==> src/rtl/async_fifo_core.sv <==
// async_fifo_core: single-clock FIFO built on Gray pointers with 2-flop cross-side synchronizers.
module async_fifo_core #(
  parameter int BITS = 32,
  parameter int SIZE = 16
) (
  input  logic            clk,
  input  logic            rst,
  input  logic            p_write_en,
  input  logic [BITS-1:0] p_write_data,
  output logic            p_write_full,
  input  logic            p_read_en,
  output logic [BITS-1:0] p_read_data,
  output logic            p_read_empty
);
  localparam int ADDR = $clog2(SIZE);
  // Full compares against the synced read pointer with its two MSBs flipped.
  localparam logic [ADDR:0] msk = (ADDR+1)'(3) << (ADDR-1);
  logic [BITS-1:0] mem [SIZE];
  logic [ADDR:0] wbin, wgray, rbin, rgray, wq1, wq2, rq1, rq2, wbin_n, rbin_n;
  logic wr, rd;
  assign p_read_empty = rgray == wq2;
  assign p_write_full = wgray == (rq2 ^ msk);
  assign wr = p_write_en && !p_write_full && !rst;
  assign rd = p_read_en && !p_read_empty && !rst;
  assign wbin_n = wbin + (ADDR+1)'(1);
  assign rbin_n = rbin + (ADDR+1)'(1);
  always_ff @(posedge clk) begin
    if (rst) begin
      wbin <= '0;
      wgray <= '0;
      rbin <= '0;
      rgray <= '0;
      wq1 <= '0;
      wq2 <= '0;
      rq1 <= '0;
      rq2 <= '0;
      p_read_data <= '0;
    end else begin
      if (wr) begin
        wbin <= wbin_n;
        wgray <= wbin_n ^ (wbin_n >> 1);
      end
      if (rd) begin
        rbin <= rbin_n;
        rgray <= rbin_n ^ (rbin_n >> 1);
        p_read_data <= mem[rbin[ADDR-1:0]];
      end
      wq1 <= wgray;
      wq2 <= wq1;
      rq1 <= rgray;
      rq2 <= rq1;
    end
  end
  always_ff @(posedge clk) if (wr) mem[wbin[ADDR-1:0]] <= p_write_data;
endmodule

==> config.mk <==
export PLATFORM = sky130hd
export DESIGN_NAME = async_fifo_core
export DESIGN_NICKNAME = d
export VERILOG_FILES = /design/src/rtl/async_fifo_core.sv
export SDC_FILE = /design/constraint.sdc
export NUM_CORES = 1
export LEC_CHECK = 0
export BUFFER_PORTS_ARGS = -buffer_cell sky130_fd_sc_hd__buf_4
export CORE_MARGIN = 1
export CORE_UTILIZATION = 45
export DETAILED_ROUTE_END_ITERATION = 16
export GPL_TIMING_DRIVEN = 0
export MAX_ROUTING_LAYER = met4
export PLACE_DENSITY = 0.69
export SLEW_MARGIN = 20
export SYNTH_ARGS = -nofsm -noshare
export SYNTH_HDL_FRONTEND = slang
export SYNTH_SLANG_ARGS = --single-unit
==> constraint.sdc <==
create_clock -name clk -period 6.6 [get_ports clk]
set_input_delay 0.99 -clock clk [delete_from_list [all_inputs] [get_ports clk]]
set_output_delay 0.99 -clock clk [all_outputs]
set_load 0.02 [all_outputs]
==> key figures <==
Setup path
  – Critical-path cell list: xor2_1, nand3_1, o21ai_2, buf_2, nor4_2, buf_2, buf_4, buf_2, buf_2
  – Critical path class: reg -> reg
  – Delay-heaviest family, CP: buffers and inverters
  – Crit-path max cell delay: about 550 ps
  – Startpoint Class: flop
  – Worst Path Buf+Inv: 5
  – Max Fanout on Critical Path: 10
  – CP Capture Type: flop
  – CP max stage cell: nor4_2
  – Most used cell, CP: buf_2
  – Req. time, crit path: 6870 ps
  – Data arrival time of the critical path: 3150 ps

CTS
  – Setup bufs post-CTS: 0
  – CTS tree: done
  – Clock Root Buffer: clkbuf_16
  – Clk_lat worst skew: 580 ps
  – CTS Buf Count: between 50 and 60
  – Clk sinks: 582
  – Hold_buf cts: 0
  – Post-CTS sizing: 0
  – Clock tree buffer depth: 3
  – Clk slew on worst S/H paths: 60 ps
  – H-tree depth: 2

Timing
  – Slew margin rel.: 27.7%
  – RSZ-0062 raised after global routing: false
  – Slew Limit Fails: 0
  – Fin crit share: 43.6%
  – F_max: 347 MHz
  – Final clock skew: 17.8 ps
  – Worst-margin pin slew: 1080 ps
  – Min setup slack post-route: between 3000 and 4000 ps
  – Fin crit period: between 2000 and 3000 ps
  – Fin. Hold Viols: 0
  – Final setup violation count: 0

Power
  – Combinational group share of total power: around 14%
  – Clock share of power: around 36%
  – Internal: approximately 0.0065 W
  – Overall power: roughly 0.0084 W
  – Sw Pwr: 0.00196 W
  – VDD IR max: 0.218 mV
  – Pwr dens: around 330 nW/um2
  – Switching share of power: 23.3%
  – Reg power frac: about 50%
  – Pleak: about 8.4 nW

Global routing
  – Initial antenna violation count: 1
  – Total grt overflow: 0
  – Vias in the first global route: ~11000
  – First-pass GRT wire length: slightly above 70000 um
  – Largest net degree at the start of global routing: 17
  – Tot GR Track Use: between 20 and 25%

Floorplanning
  – Chip Width: 222 um
  – Num rows: 80
  – Io pins: 70
  – Die height: 222 um
  – Starting Density: approximately 46%
  – Core area: 47800 um2
  – Die area: approximately 49000 um2

Yosys
  – Synth area leader: edfxtp_1
  – Simple-gate share of the synthesized area: 2.69%
  – Average footprint of a synthesized cell: about 21 um2
  – Mux share of post-synthesis cell area: a little over an eighth
  – Synth top area cells: edfxtp_1 70%, mux4_2 13%, dfxtp_1 6.4%
  – Register area share after synthesis: 76.8%
  – Main combinational cell family by area after synthesis: multiplexers
  – Post-synthesis compound-gate area fraction: 3.90%
  – Share of the synthesized area in the top cell type: 70.4%
  – Mapped Area: ~22000 um2
  – Syn Inst Count: about 1000
  – Ys Warns: 0
  – Count of different cell masters after synthesis: 34
  – Post-synthesis adder-cell area fraction: 0.287%
  – Flops & latches, synth: 582
  – Post-synthesis xor/xnor area fraction: around 1.1%
  – Syn Nets: 1090

Route
  – Remaining DRCs: 0
  – WL met2: 23300 um
  – Vias/cell: 5.76
  – Pre-antenna DRT Iters: 5
  – Met3 WL: 4040 um
  – Antenna-violating nets left: 0
  – Max Used Layer: met4
  – Via count: between 10000 and 15000
  – Initial DRC count: roughly 1100
  – Routed wire length: around 48000 um
  – WL per Instance: 25.1 um
  – DRT met1 WL: 19500 um

Job
  – Max-Cap Viols: 0

Finish
  – Design area: about 26000 um2
  – Share of post-route cells with drive strength above 1: a little under a third
  – Syn-to-layout area delta: 17.1%
  – Filler cell count: 3633
  – FF/Latch Area: between 15000 and 20000 um2
  – Nets: 1302
  – Multi-input logic area: 4810 um2
  – Most frequent cells in the layout: 512 x edfxtp_1, 131 x buf_4, 128 x mux4_2
  – Commonest non-fill, non-tap cell in the layout: edfxtp_1

Placed design
  – I/O Buffers: 69
  – GP Congestion: 0.760
  – Hpwl dp: 32700 um
  – DP Worst Slack: roughly 3300 ps
  – Placed cell areas: 23800 um2

Outcome
  – Status: finished, final reports clean

Worst hold path
  – Hold Crit Class: reg -> reg
## through the flow
step | TNS [ps] | instances | util, % | hold slack (ps)
final | 0 | 1922 | 53.4 | 442
after global routing | 0 | 1922 | 53.4 | 454
after CTS | 0 | 1921 | 53.4 | 446
after detailed placement | 0 | 1819 | 49.8 | 427
after global placement | -402470 | 1733 | 48.3 | 431
after floorplan | 0 | 1049 | - | 414
## state kept, by name, indices dropped and copies added (netlist names)
| name | cells |
|---|---|
| rq1 | 5 |
| rbin | 5 |
| p_read_data | 32 |
| wq2 | 5 |
| rgray | 4 |
| wgray | 4 |
| rq2 | 5 |
| wbin | 5 |
| wq1 | 5 |
| mem | 512 |
## cell type report
| class | instances | share of cell area [%] |
|---|---|---|
| multi-input cells | 403 | 18.8 |
| inverters | 4 | 0.0587 |
| repair buffers | 155 | 4.43 |
| flip-flops and latches | 582 | 65.6 |
| well taps | 615 | 3.01 |
| plain buffers | 60 | 1.26 |
| clock inverters | 16 | 0.719 |
| diodes | 1 | 0.00979 |
| clock buffers | 86 | 6.11 |
## power by group through the flow
stage	logic (W)	clock network, W	registers, W
6_report	0.00122	0.00307	0.00413
3_3_place_gp	0.00121	0	0.00421
3_5_place_dp	0.00124	0	0.00421
4_1_cts	0.00124	0.00311	0.00413
5_1_grt	0.00131	0.00325	0.00414
2_1_floorplan	0.000808	0	0.00425
## final timing paths
| check | from | end | slack, ps | cells past startpoint |
|---|---|---|---|---|
| max | wbin[4] | mem[3][1] | 3720 | 9 |
| min | wq1[3] | wq2[3] | 440 | 1 |
| max reg2reg | wbin[4] | mem[3][1] | 3720 | 9 |
| min reg2reg | wq1[3] | wq2[3] | 440 | 1 |
## Yosys cell counts, drive strengths merged
library cell / count
edfxtp: 512
mux4: 128
dfxtp: 70
a22oi: 62
nand2: 44
buf: 37
a22o: 32
nor2b: 24
clkbuf: 23
nor2: 22
xnor2: 17
nor3: 14
xor2: 11
mux2i: 9
nand2b: 6
ha: 5
inv: 4
nor4: 4
o211ai: 4
o21ai: 4
a21oi: 3
a211oi: 2
and2: 2
and3: 2
nand3: 2
o21a: 2
or4: 2
a21boi: 1
nor3b: 1
## kinds of logic after synthesis
| logic type | count (synthesis) |
|---|---|
| flops | 582 |
| mux | 137 |
| simple gates | 123 |
| compound gates | 110 |
| buf+inv | 64 |
| xor+xnor | 28 |
| fa+ha+maj | 5 |
## per-layer routing
metal	up-vias	track usage, %
li1	4739	-
met1	5778	27.4
met3	87	4.32
met2	471	31.3
met5	-	-
met4	0	6.63
(Power assumes the default switching activity.)
